## config.mk

```make
export PLATFORM = sky130hd
export DESIGN_NAME = spi_slave_core
export DESIGN_NICKNAME = d
export VERILOG_FILES = /design/src/rtl/spi_slave_core.sv
export SDC_FILE = /design/constraint.sdc
export NUM_CORES = 1
export LEC_CHECK = 0
export BUFFER_PORTS_ARGS = -buffer_cell sky130_fd_sc_hd__buf_2
export CAP_MARGIN = 20
export CORE_ASPECT_RATIO = 1.2
export CORE_MARGIN = 10
export CORE_UTILIZATION = 30
export CTS_CLUSTER_DIAMETER = 120
export DETAILED_ROUTE_END_ITERATION = 10
export RECOVER_POWER = 50
export SYNTH_ARGS = -nofsm -noshare
export SYNTH_HDL_FRONTEND = slang
export SYNTH_SLANG_ARGS = --single-unit
export TNS_END_PERCENT = 20
```

## constraint.sdc

```tcl
create_clock -name clk -period 3.1 [get_ports clk]
set_input_delay 0.31 -clock clk [delete_from_list [all_inputs] [get_ports clk]]
set_output_delay 0.31 -clock clk [all_outputs]
set_load 0.02 [all_outputs]
```

## src/rtl/spi_slave_core.sv

```systemverilog
// SPI mode-0 slave datapath behind the sck/sdi/cs synchronizer: rx word assembly, one-entry tx buffer.
// Optional sticky receive-overrun detection is enabled by defining SPI_SLAVE_OVERRUN_EN.
module spi_slave_core #(
    parameter int                    WORD_WIDTH    = 8,
    parameter logic [WORD_WIDTH-1:0] TX_IDLE_VALUE = '0
) (
    input  logic                  clk,
    input  logic                  rst_n,
    input  logic                  sck_in,
    input  logic                  sdi_in,
    input  logic                  cs_in,
    output logic                  sdo,
    output logic                  cs_active,
    output logic [WORD_WIDTH-1:0] rx_data,
    output logic                  rx_valid,
    input  logic                  rx_ready,
    input  logic [WORD_WIDTH-1:0] tx_data,
    input  logic                  tx_valid,
    output logic                  tx_ready
`ifdef SPI_SLAVE_OVERRUN_EN
    ,
    output logic                  rx_overrun,
    input  logic                  overrun_clr
`endif
);

    localparam int              CNT_W    = $clog2(WORD_WIDTH);
    localparam logic [CNT_W-1:0] LAST_BIT = CNT_W'(WORD_WIDTH - 1);

    typedef enum logic {IDLE, ACTIVE} state_t;

    state_t                  state, state_next;
    logic                    sck_prev;
    logic [CNT_W-1:0]        bit_cnt;
    logic                    word_done;
    logic [WORD_WIDTH-1:0]   rx_shift;
    logic [WORD_WIDTH-1:0]   tx_shift;
    logic [WORD_WIDTH-1:0]   tx_buf;
    logic                    tx_full;

    logic                    rise, fall, start, stop, act;
    logic                    word_complete, rx_accept, tx_load;
    logic [WORD_WIDTH-1:0]   rx_word;

    assign rise          = sck_in & ~sck_prev;
    assign fall          = ~sck_in & sck_prev;
    assign start         = (state == IDLE) & ~cs_in;
    assign stop          = (state == ACTIVE) & cs_in;
    assign act           = (state == ACTIVE) & ~cs_in;
    assign word_complete = act & rise & (bit_cnt == LAST_BIT);
    assign rx_word       = {rx_shift[WORD_WIDTH-2:0], sdi_in};
    assign tx_load       = start | (act & fall & word_done);

`ifdef SPI_SLAVE_OVERRUN_EN
    // A finished word is dropped when the previous one is still pending and not taken this cycle.
    assign rx_accept = word_complete & ~(rx_valid & ~rx_ready);
`else
    assign rx_accept = word_complete;
`endif

    // NOTE: sequential state uses non-blocking assignments so every register samples pre-edge values.
    always_ff @(posedge clk) begin
        if (!rst_n) state <= IDLE;
        else        state <= state_next;
    end

    always_comb begin
        state_next = state;
        case (state)
            IDLE:    if (!cs_in) state_next = ACTIVE;
            ACTIVE:  if (cs_in)  state_next = IDLE;
            default: state_next = IDLE;
        endcase
    end

    always_comb begin
        cs_active = (state == ACTIVE);
    end

    always_ff @(posedge clk) begin
        if (!rst_n) begin
            sck_prev  <= 1'b0;
            bit_cnt   <= '0;
            word_done <= 1'b0;
            rx_shift  <= '0;
            tx_shift  <= TX_IDLE_VALUE;
            tx_full   <= 1'b0;
            rx_data   <= '0;
            rx_valid  <= 1'b0;
        end else begin
            sck_prev <= sck_in;

            if (start) begin
                bit_cnt   <= '0;
                word_done <= 1'b0;
            end else if (stop) begin
                bit_cnt   <= '0;
                rx_shift  <= '0;
                word_done <= 1'b0;
            end else if (act) begin
                if (rise) begin
                    rx_shift <= rx_word;
                    if (bit_cnt == LAST_BIT) begin
                        bit_cnt   <= '0;
                        word_done <= 1'b1;
                    end else begin
                        bit_cnt <= bit_cnt + 1'b1;
                    end
                end
                if (fall && word_done) word_done <= 1'b0;
            end

            if (tx_load)          tx_shift <= tx_full ? tx_buf : TX_IDLE_VALUE;
            else if (act && fall) tx_shift <= {tx_shift[WORD_WIDTH-2:0], 1'b0};

            // An idle-value load leaves the buffer empty, so a same-cycle write must still land.
            if (tx_load && tx_full)        tx_full <= 1'b0;
            else if (tx_valid && !tx_full) tx_full <= 1'b1;

            if (rx_accept) begin
                rx_data  <= rx_word;
                rx_valid <= 1'b1;
            end else if (rx_valid && rx_ready) begin
                rx_valid <= 1'b0;
            end
        end
    end

    // NOTE: buffer data needs no reset; tx_full alone decides whether it is ever used.
    always_ff @(posedge clk) begin
        if (tx_valid && !tx_full) tx_buf <= tx_data;
    end

`ifdef SPI_SLAVE_OVERRUN_EN
    always_ff @(posedge clk) begin
        if (!rst_n)                                 rx_overrun <= 1'b0;
        else if (word_complete && !rx_accept)       rx_overrun <= 1'b1;
        else if (overrun_clr)                       rx_overrun <= 1'b0;
    end
`endif

    assign sdo      = tx_shift[WORD_WIDTH-1];
    assign tx_ready = ~tx_full;

endmodule
```

==> impl.org, run 1 <==
** Place
- Buffers placed on the I/O ports in this run total 26.
- After legalization and detailed placement, the total HPWL measured 1.941 mm.
- Post-Place Setup Slack :: 1338 ps
- Final Wtd Congestion :: 0.6871

** Synthesis
- During synthesis, Yosys emitted a total of 0 warnings.
- By instance count, the leading cell after synthesis is dfxtp_1.
- Synth top area cells :: dfxtp_1 (41%), edfxtp_1 (16%), nor2b_1 (7.0%)
- Share of cell area taken by muxes after synthesis :: 1.962%
- Cells after synthesis :: 136
- Counting flops with a built-in enable in the synthesized netlist gives 8.
- Of all flip-flops after synthesis, the portion carrying an async set or reset was 0%.
- The cell area that synthesis handed to floorplanning was 1530 µm².
- Summing the areas of all fa, ha and maj instances in the mapped netlist gives 1.635% of the synthesized area.
- Top cells by count, synth :: dfxtp_1 (31), nor2b_1 (17), nand2_1 (12), a21boi_1 (9), a22oi_1 (9)
- Most common flop cell mapped by yosys :: dfxtp_1
- Post-synthesis share of cell area spent on xor and xnor gates :: 0.5724%
- Basic-gate share of the synthesized area counting and, or, nand and nor cells :: 18.81%
- Averaged over all synthesized cells, the footprint is 11.25 µm².
- When the netlist entered floorplanning its net count stood at 153.
- Counting flops and latches in the post-synthesis netlist gives 39.
- The synthesized design devotes to its leading area cell type 40.56% of total area.
- Counting distinct cell types in the post-synthesis netlist gives 30.
- After synthesis, the largest family of logic cells by area is simple AND/OR/NAND/NOR gates.
- Seq/Total Area, Yosys :: 56.26%
- Share of the synthesized area in compound gates (AO/OA/AOI/OAI) :: 16.84%
- The largest total area in the synthesized netlist belongs to dfxtp_1.

** Detailed routing
- Met1 wire length :: 1.234 mm
- Number of nets still failing antenna checks after routing :: 0
- Vias per cell :: 4.733
- Routed signal wires occupy layers up through met4.
- Number of iterations in the first detailed-routing pass :: 4
- Post-route DRC violation count :: 0
- Met2 wire length :: 1.248 mm
- Iteration-0 DRC count of the detailed router :: 76
- Dividing the detail-routed wire length by the instance count gives 12.34 µm.
- After detailed routing, the met3 layer carries 212 µm of wire.
- Post-Route WL :: 2.727 mm
- Count of vias placed by the detailed router :: 1046

** STA
- Clock skew on the completed layout was measured at 8.121 ps.
- Setup violations remaining at the end of the flow were counted as 0.
- The max-slew violation count is 0.
- Setup repair after global routing left no endpoint under its margin.
- At the pin with the least slew margin, the transition time is 935.0 ps.
- Measured against its own limit, the worst slew margin works out to 37.67%.
- Once routing completed, OpenROAD measured the worst setup slack at 1375 ps.
- The worst path needs 1725 ps of the cycle, external delays included.
- Hold Violations, Final :: 0
- After routing, the total negative slack on setup checks comes to 0 ps.
- Final worst path period share :: 55.64%
- Derived from the worst setup path, the maximum achievable clock frequency is 579.8 MHz.

** Layout
- Nets :: 177
- Share of layout cells above drive strength 1 :: 16.77%
- The layout has 496 filler cells.
- Sequential Area :: 860.8 µm²
- Footprint of the multi-input gates :: 609.3 µm²
- Compared with the post-synthesis result, the final layout area differs by 16.35%.
- Utilization after layout :: 36.04%
- ANT cells :: 0

** Global routing
- The number of antenna violations at the first check in global routing was 0.
- Across every metal layer, demand over resource in global routing totals 6.886%.
- Pin count of the biggest net entering global routing :: 30
- Total congestion overflow after global routing :: 0
- Via count of the first global-routing pass :: 1059
- Wire length of the first global-routing pass :: 4.761 mm

** Floorplanning
- 27 I/O pins were placed.
- Core footprint :: 4940 µm²
- Once the floorplan was initialized, standard cells occupied 30.98% of the core.
- In this run the horizontal extent of the chip is 85.20 µm.
- The floorplan step defined a die boundary enclosing 8369 µm².
- Std-Cell Rows :: 28
- Measured along the y axis, the die boundary spans 98.24 µm.

** Setup path
- Data required, critical path :: 3310 ps
- The worst setup path is captured at a flip-flop.
- Critical Path Slowest Stage Cell :: and4bb_1
- Kind of launch point of the worst setup path :: flip-flop
- Arrival time of the worst setup path :: 1940 ps
- CP Class :: flip-flop to flip-flop
- Along the worst path, the maximum fanout reaches 19.
- The largest single stage delay on the critical path is 720 ps.
- The signal on the critical path passes through and4bb_1, nand2_4, a211oi_2.

** Clock network
- Root buf cell :: clkbuf_8
- Count of hold-fix buffers inserted at cts :: 0
- The number of clock buffers added by TritonCTS is 5.
- Buffers added to address setup during post-CTS repair amount to 0.
- PostCTS Resize Cnt :: 0
- The clock net in this run drives a total of 39 sinks.
- CTS built an H-tree with a depth of 2.
- TritonCTS built the clock tree.
- The clock passes through at most 2 buffers.
- Clock slew seen by the registers of the worst setup and hold paths :: 80 ps
- Clock insertion delay at the later pin of the skew report :: 290 ps

** Hold path
- Path type of the worst min-delay path :: primary input to flip-flop

** Run
- Max-cap violations in this run came to 0.

** Outcome
- Status :: finished, final reports clean

** Pwr
- Leakage power figure :: 0.0006267 µW
- Dividing total power by cell area gives a power density of 565.2 nW/µm².
- IR analysis of the VDD net gives a maximum drop of 0.0003335 V.
layer usage:
metal  track usage [%]  up-vias
met3             3.325        5
met4             3.426        0
li1                  -      533
met1             7.352      474
met2             11.03       34
met5                 0        -
worst paths after layout:
path / start / end / slack (ps) / cells past startpoint
worst max-delay path: cs_active / word_done / 1380 / 3
worst min-delay path: tx_data[1] / tx_buf[1] / 190 / 1
worst max register to register: cs_active / word_done / 1380 / 3
worst min register to register: rx_data[0] / rx_data[0] / 460 / 2
logic make-up after synthesis:
group | Yosys count
flip-flops | 39
XOR/XNOR | 1
multiplexers | 3
buffers and inverters | 11
AND/OR/NAND/NOR | 49
adder cells (fa/ha/maj) | 2
AO/OA/AOI/OAI | 31
layout by cell type, fill, tap and decap left out, types with 3 or more instances in the layout:
master and count:
nor2_1 5, clkbuf_1 12, buf_2 14, a21boi_1 9, nand2_1 12, nand3_1 8
nor2b_1 17, dfxtp_1 31, a22oi_1 9, edfxtp_1 8, mux2i_1 3, clkbuf_8 5
a222oi_1 6
power breakdown:
group,internal (µW),switching [µW],total [µW]
registers,531,6.86,537
clock network,239,178,418
logic,22.6,28.6,51.2
total,793,214,1010
critical path, delay by kind of cell, from the launching register on:
kind | cells | cell delay, ps
and+or+nand+nor | 2 | 900
DFF | 1 | 520
AOI/OAI and AO/OA | 1 | 230
flip-flops by register name, summed over array words and instances (netlist names), 3 cells and up:
| register | cells |
|---|---|
| rx_data | 8 |
| rx_shift | 7 |
| bit_cnt | 3 |
| tx_shift | 8 |
| tx_buf | 8 |
stage by stage:
step	hold WS [ps]	instance area (µm²)	total power (µW)	cells
floorplan	408.9	1530	586.4	136
global placement	442.9	1683	601.3	213
detailed placement	443.8	1683	601.8	213
CTS	182.4	1795	1018	221
global route	177.3	1780	1049	221
finish	188.6	1780	1006	221
final cells by class:
class                           count  share of cell area, %
Multi-Input combinational cell     86                  34.22
Sequential cell                    39                  48.35
Timing Repair Buffer               26                  6.465
Clock inverter                      3                  2.460
Tap cell                           60                  4.216
Inverter                            2                 0.4216
Clock buffer                        5                  3.865
Power figures use the tool's default switching activity.
==> run 2: changes to the inputs <==
==> constraint.sdc (replaced) <==
create_clock -name clk -period 1.7 [get_ports clk]
set_input_delay 0.17 -clock clk [delete_from_list [all_inputs] [get_ports clk]]
set_output_delay 0.17 -clock clk [all_outputs]
set_load 0.02 [all_outputs]
==> impl.org, run 2 (synthesis results as in run 1) <==
** Pwr
- Worst IR Drop VDD :: 0.0005387 V (+62%)
- Switching power :: 377.0 µW (+77%)
- The static power due to leakage came to 0.0006511 µW (+3.9%).
- Final total power :: 1975 µW (+96%)
- Share of total power in the clock network :: 45.4% (+3.9 points)
- Logic pwr share :: 5.1% (about the same)
- The sequential cell fraction of total power came to 49.5% (-3.9 points).
- Internal power consumption :: 1598 µW (+100%)
- Proportion of total power due to net switching :: 19.09% (-2.1 points)
- Power density relative to cell area :: 1081 nW/µm² (+91%)

** Setup path
- Source of the worst register-to-register timing path :: word_done
- The required time of the critical path was 1930 ps (-1380 ps).
- By startpoint and endpoint, the worst setup path is classified as flip-flop to flip-flop.
- Crit path max-delay family :: compound AO/OA/AOI/OAI gates
- The largest individual stage delay along the critical path comes from the cell a211oi_4.
- Worst r2r dst :: tx_shift[4]
- The worst-case register-to-register setup slack was 360 ps (-1010 ps).
- Combined buffer and inverter count along the critical path :: 0 (unchanged)
- Launching instance or port of the critical path :: word_done
- The depth of the worst register-to-register path is 4 (+1).
- The peak per-stage delay on the critical path is 430 ps (-290 ps).
- Kind of launch point of the worst setup path :: flip-flop
- Cell chain of the critical path :: nand3b_2, a211oi_4, a222oi_1, nor2b_1
- Largest fanout on the critical path :: 9 (-10)
- Number of cells on the critical path :: 4 (+1)
- The worst setup path is captured at a flip-flop.
- Arrival time of the worst setup path :: 1570 ps (-370 ps)

** Hold path
- WHS Endpoint :: tx_buf[6]
- Worst Hold Launch :: tx_data[6]
- The cell count of the worst hold path was 1 (unchanged).
- Path type of the worst min-delay path :: primary input to flip-flop

** Place
- The routability-driven placement congestion ratio is 0.6989 (+1.7%).
- The cell area after placement was 1713 µm² (+1.8%).
- Number of placed instances, taps included :: 217 (+1.9%)
- Half-perimeter wire length of the detailed placement result :: 1.991 mm (+2.6%)
- Count of input and output buffers :: 26 (unchanged)

** Layout
- Share of layout cells above drive strength 1 :: 17.58% (+0.81 points)
- ANT cells :: 0 (unchanged)
- Area growth syn-to-layout :: 19.38%
- Cell Count, Final, Fillers Out :: 225 (+1.8%)
- Nets :: 181 (+2.3%)
- Largest registers in the final layout :: rx_data x8, tx_buf x8, tx_shift x8
- Design area :: 1827 µm² (+2.6%)
- In the layout the commonest cells are dfxtp_1 (31), nor2b_1 (17), clkbuf_1 (14), buf_2 (14), nand2_1 (12).
- Most frequent standard cell in the layout excluding fill and tap cells :: dfxtp_1

** Floorplanning
- Horiz. Die Dim :: 85.20 µm (unchanged)
- The area of the core came to 4940 µm² (unchanged).
- The row count came to 28 (unchanged).
- Die area :: 8369 µm² (unchanged)
- Io pins :: 27 (unchanged)
- The starting density of the core is 30.98% (unchanged).
- Vertical die dimension :: 98.24 µm (unchanged)

** STA
- Setup Skew :: 9.702 ps (+1.580 ps)
- The hold slack came to 51.68 ps (-137.0 ps).
- Pin slew with the least headroom to its limit :: 982.2 ps (+47.25 ps)
- The highest achievable clock rate is 748.1 MHz (+29%).
- The max-slew violation count came to 0 (unchanged).
- The hold violation count in the final report came to 0 (unchanged).
- The final count of negative-setup-slack endpoints is 0 (unchanged).
- Final worst path period need :: 1337 ps (-388.1 ps)
- Final worst path period share :: 78.63% (+23 points)
- Setup repair after global routing left no endpoint under its margin.
- The relative slew slack came to 34.52% (-3.2 points).
- Sum Neg Setup Slack :: 0 ps (unchanged)

** Global routing
- Total routing usage reported by global routing :: 7.066% (+0.18 points)
- The first-pass GRT wire length came to 4.843 mm (+1.7%).
- The largest net degree at the start of global routing is 30 (unchanged).
- Number of antenna violations at the first check in global routing :: 0 (unchanged)
- Total congestion overflow after global routing :: 0 (unchanged)
- Via count of the first global-routing pass :: 1066 (+0.66%)

** Detailed routing
- The mean number of vias per cell came to 4.649 (-1.8%).
- The count of unresolved DRC violations after routing came to 0 (unchanged).
- Number of nets still failing antenna checks after routing :: 0 (unchanged)
- Count of vias placed by the detailed router :: 1046 (unchanged)
- Routed wire per std cell :: 12.41 µm (+0.60%)
- Number of iterations in the first detailed-routing pass :: 4 (unchanged)
- The total routed wirelength was 2.793 mm (+2.4%).
- Iteration-0 DRC count of the detailed router :: 108 (+42%)

** Run
- Max cap viols :: 0 (unchanged)

** Clock network
- The number of CTS-inserted buffers is 5 (unchanged).
- The CTS clock-pin slew for the worst setup and hold paths was 70 ps (about the same).
- The CTS H-tree depth is 2 (unchanged).
- TritonCTS built the clock tree.
- CTS Buffer Depth :: 2 (unchanged)
- The number of gates resized after cts was 0 (unchanged).
- The post-CTS repair timing setup buffer count is 0 (unchanged).
- The clock net sink count is 39 (unchanged).
- Root buf cell :: clkbuf_8
- Count of hold-fix buffers inserted at cts :: 0 (unchanged)
- Clock insertion delay at the later pin of the skew report :: 290 ps (about the same)

** Outcome
- The flow ran to the end, and the final reports show no timing, DRC or antenna violations.
run 2: changes by cell type in the layout (fill, tap and decap cells not counted):
cell,previous run,this run
bufinv_16,1,2
clkbuf_1,12,14
clkinv_4,1,0
buf_4,0,3
clkinv_2,1,0
run 2: worst max path at each step:
stage                             end  slack, ps
after floorplan            bit_cnt[1]        230
after global placement      word_done        360
after detailed placement  tx_shift[4]        360
after CTS                 tx_shift[4]        350
after global routing      tx_shift[6]        260
final                     tx_shift[4]        360
run 2: power groups by stage:
stage          clock network [µW]  logic (µW)  registers, µW
2_1_floorplan                   0        70.8            999
3_3_place_gp                    0         103            999
3_5_place_dp                    0         104            999
4_1_cts                       932         104            977
5_1_grt                       967         112            980
6_report                      898         100            978
run 2: area by class of cell:
type | instances | area, µm²
inverters | 2 | 7.507
multi-input cells | 86 | 609.3
fillers | 525 | 3113
repair buffers | 30 | 141.4
well taps | 60 | 75.07
flip-flops and latches | 39 | 860.8
clock inverters | 2 | 60.06
clock buffers | 6 | 72.57
run 2: worst reg2reg max path, delay by kind of cell, from the launching register on:
family / cells / cell delay, ps
and+or+nand+nor: 2 / 250
DFF: 1 / 420
AOI/OAI and AO/OA: 2 / 620
run 2: metrics by stage:
step / setup WS [ps] / utilization, %
floorplan: 230.0 / -
global placement: 363.6 / 34.68
detailed placement: 358.1 / 34.68
CTS: 346.9 / 37.36
global route: 258.5 / 36.98
finish: 363.4 / 36.98
run 2: metal layers:
layer / up-vias / share of wire (%) / GRT usage [%]
li1: 539 / - / -
met1: 472 / 47 / 7.343
met2: 31 / 44 / 11.03
met3: 4 / 7.6 / 3.990
met4: 0 / 1.8 / 3.807
met5: - / 0 / 0
==> run 3: changes to the inputs <==
==> constraint.sdc (replaced) <==
create_clock -name clk -period 1.1 [get_ports clk]
set_input_delay 0.11 -clock clk [delete_from_list [all_inputs] [get_ports clk]]
set_output_delay 0.11 -clock clk [all_outputs]
set_load 0.02 [all_outputs]
==> impl.org, run 3 (synthesis results as in run 1) <==
** Outcome
- Status :: finished with violations
- The checks that failed: setup timing.

** STA
- The final count of negative-setup-slack endpoints is 29 (+29).
- Max-slew violations :: 0 (unchanged)
- Final worst path period share :: 110.2% (+32 points)
- Pin slew with the least headroom to its limit :: 390.9 ps (-591.3 ps)
- The shortest clock period the worst path allows after layout is 1212 ps (-124.8 ps).
- The final worst slack was -111.8 ps (-475.2 ps).
- The clock skew came to 5.155 ps (-4.546 ps).
- The relative slew slack was 73.94% (+39 points).
- Unrepaired setup endpoints after global routing :: yes
- The highest achievable clock rate was 825.2 MHz (+10%).
- The hold violation count in the final report came to 0 (unchanged).
- The hold slack was 72.02 ps (+20.34 ps).

** Pwr
- Logic pwr share :: 9.0% (+3.9 points)
- Power density relative to cell area :: 1283 nW/µm² (+19%)
- The proportion of total power due to net switching came to 20.93% (+1.8 points).
- The power dissipated by switching net loads was 584.9 µW (+55%).
- The worst vdd rail ir drop is 0.0009710 V (+80%).
- The sequential cell fraction of total power is 54.1% (+4.6 points).
- Leakage power figure :: 0.0008099 µW (+24%)
- The part of the total power dissipated in the clock network was 36.9% (-8.5 points).
- The total internal power is 2209 µW (+38%).

** Detailed routing
- Routed wire per std cell :: 12.85 µm (+3.5%)
- The number of DRC violations after detailed-routing iteration 0 came to 113 (+4.6%).
- Count of vias placed by the detailed router :: 1195 (+14%)
- Vias per cell :: 4.705 (+1.2%)
- The total routed wirelength came to 3.263 mm (+17%).
- Number of iterations in the first detailed-routing pass :: 5 (+1)
- Post-route DRC violation count :: 0 (unchanged)
- Number of nets still failing antenna checks after routing :: 0 (unchanged)

** Hold path
- The worst hold path belongs to the class primary input to flip-flop.
- The cell count of the worst hold path is 3 (+2).

** Clock network
- Number of buffers created by CTS :: 5 (unchanged)
- The clock latency on the worst-skew pair is 290 ps (about the same).
- Sink Count :: 39 (unchanged)
- The tree is rooted in a clkbuf_8.
- Clock slew seen by the registers of the worst setup and hold paths :: 70 ps (about the same)
- The maximum buffer depth of the clock tree was 2 (unchanged).
- H-tree levels :: 2 (unchanged)
- CTS tree :: yes

** Layout
- Layout filler cell count :: 492 (-6.3%)
- Most frequent standard cell in the layout excluding fill and tap cells :: dfxtp_1
- Largest registers in the final layout :: rx_data x8, tx_buf x8, tx_shift x8
- Relative to the synthesized area, the layout overhead comes to 42.35%.
- The number of diodes added for antenna fixing was 0 (unchanged).
- Nets :: 210 (+16%)
- Leaving out fill and tap cells, the most frequent cells in the layout are dfxtp_1 (25), buf_2 (19), buf_4 (18).
- Share of layout cells above drive strength 1 :: 38.66% (+21 points)

** Floorplanning
- Core footprint :: 4940 µm² (unchanged)
- The x dimension of the die came to 85.20 µm (unchanged).
- Io pins :: 27 (unchanged)
- The starting density of the core came to 30.98% (unchanged).
- The die height came to 98.24 µm (unchanged).
- The overall die area came to 8369 µm² (unchanged).
- The row count came to 28 (unchanged).

** Setup path
- The arrival time reported for the critical path endpoint was 1390 ps (-180 ps).
- The maximum fanout count along the critical path is 5 (-4).
- Kind of launch point of the worst setup path :: flip-flop
- Worst Reg2Reg Path Length in Cells :: 4 (unchanged)
- CP Class :: flip-flop to flip-flop
- STA classifies the critical path endpoint as a flip-flop.
- Data required, critical path :: 1280 ps (-650 ps)

** Global routing
- The aggregate global routing overflow came to 0 (unchanged).
- Total routing usage reported by global routing :: 8.055% (+0.99 points)
- The largest net degree at the start of global routing is 14 (-53%).
- Via count of the first global-routing pass :: 1176 (+10%)
- The number of antenna violations at the first check in global routing came to 0 (unchanged).
- The first-pass GRT wire length came to 5.533 mm (+14%).

** Run
- The max-capacitance violation count is 0 (unchanged).

** Place
- Count of input and output buffers :: 26 (unchanged)
- Half-perimeter wire length of the detailed placement result :: 2.197 mm (+10%)
- Post-Place Setup Slack :: -205.4 ps (-563.6 ps)
- Final Wtd Congestion :: 0.7656 (+9.5%)
-- run 3: cell types whose count changed in the layout (fill, tap and decap cells not counted), moves of 3 or more --
cell,previous run,this run
dfxtp_2,0,3
buf_4,3,18
dfxtp_1,31,25
buf_6,0,8
buf_2,14,19
dfxtp_4,0,3
dlygate4sd3_1,0,8
clkbuf_1,14,6
-- run 3: cell type report --
type	count	area [µm²]	area share [%]
tap	60	75.07	3.446
clock buffer	8	100.1	4.595
timing repair buffer	59	439.2	20.16
sequential	39	875.8	40.21
multi-input combinational	86	680.7	31.25
inverter	2	7.507	0.3446
-- run 3: through the flow --
stage | setup TNS [ps] | power, µW | util (%) | cell area (µm²) | cells
final | -1683 | 2794 | 44.10 | 2178 | 254
after global routing | -3335 | 2945 | 44.10 | 2178 | 254
after CTS | -1478 | 2839 | 43.49 | 2148 | 254
after detailed placement | -3334 | 1742 | 37.64 | 1859 | 236
after global placement | -2807 | 1739 | 37.64 | 1859 | 236
after floorplan | -2626 | 1655 | - | 1544 | 136
-- run 3: critical path, cell delays in order, from the launching register on --
cell	delay (ps)
dfxtp_4	360
and4bb_4	360
buf_4	160
mux2i_1	170
nor2_1	50
-- run 3: path summary, 6_finish.rpt --
check | from | end | slack [ps]
setup / recovery | sck_prev | bit_cnt[0] | -110
hold / removal | tx_valid | tx_full | 70
setup reg to reg | sck_prev | bit_cnt[0] | -110
hold reg to reg | rx_data[2] | rx_data[2] | 450
-- run 3: timing repair --
action / CTS / global route
setup endpoints to repair: 30 / 30
hold endpoints to repair: 8 / 0
hold buffers: 8 / 0
gates cloned: 1 / 0
buffers inserted: 1 / 0
pin swaps: 13 / 3
resized for setup: 23 / 11
-- run 3: routing by layer --
metal  up-vias  global-route usage, %  part of all wire, %
li1        600                      -                    -
met1       554                  7.919                   40
met2        38                  13.91                   52
met3         3                  4.239                  7.8
met4         0                  3.046                 0.64
met5         -                      0                    0
-- run 3: power groups by stage --
stage / combinational, µW / clock [µW] / sequential (µW)
2_1_floorplan: 112 / 0 / 1540
3_3_place_gp: 194 / 0 / 1540
3_5_place_dp: 197 / 0 / 1540
4_1_cts: 246 / 1080 / 1510
5_1_grt: 273 / 1160 / 1520
6_report: 250 / 1030 / 1510
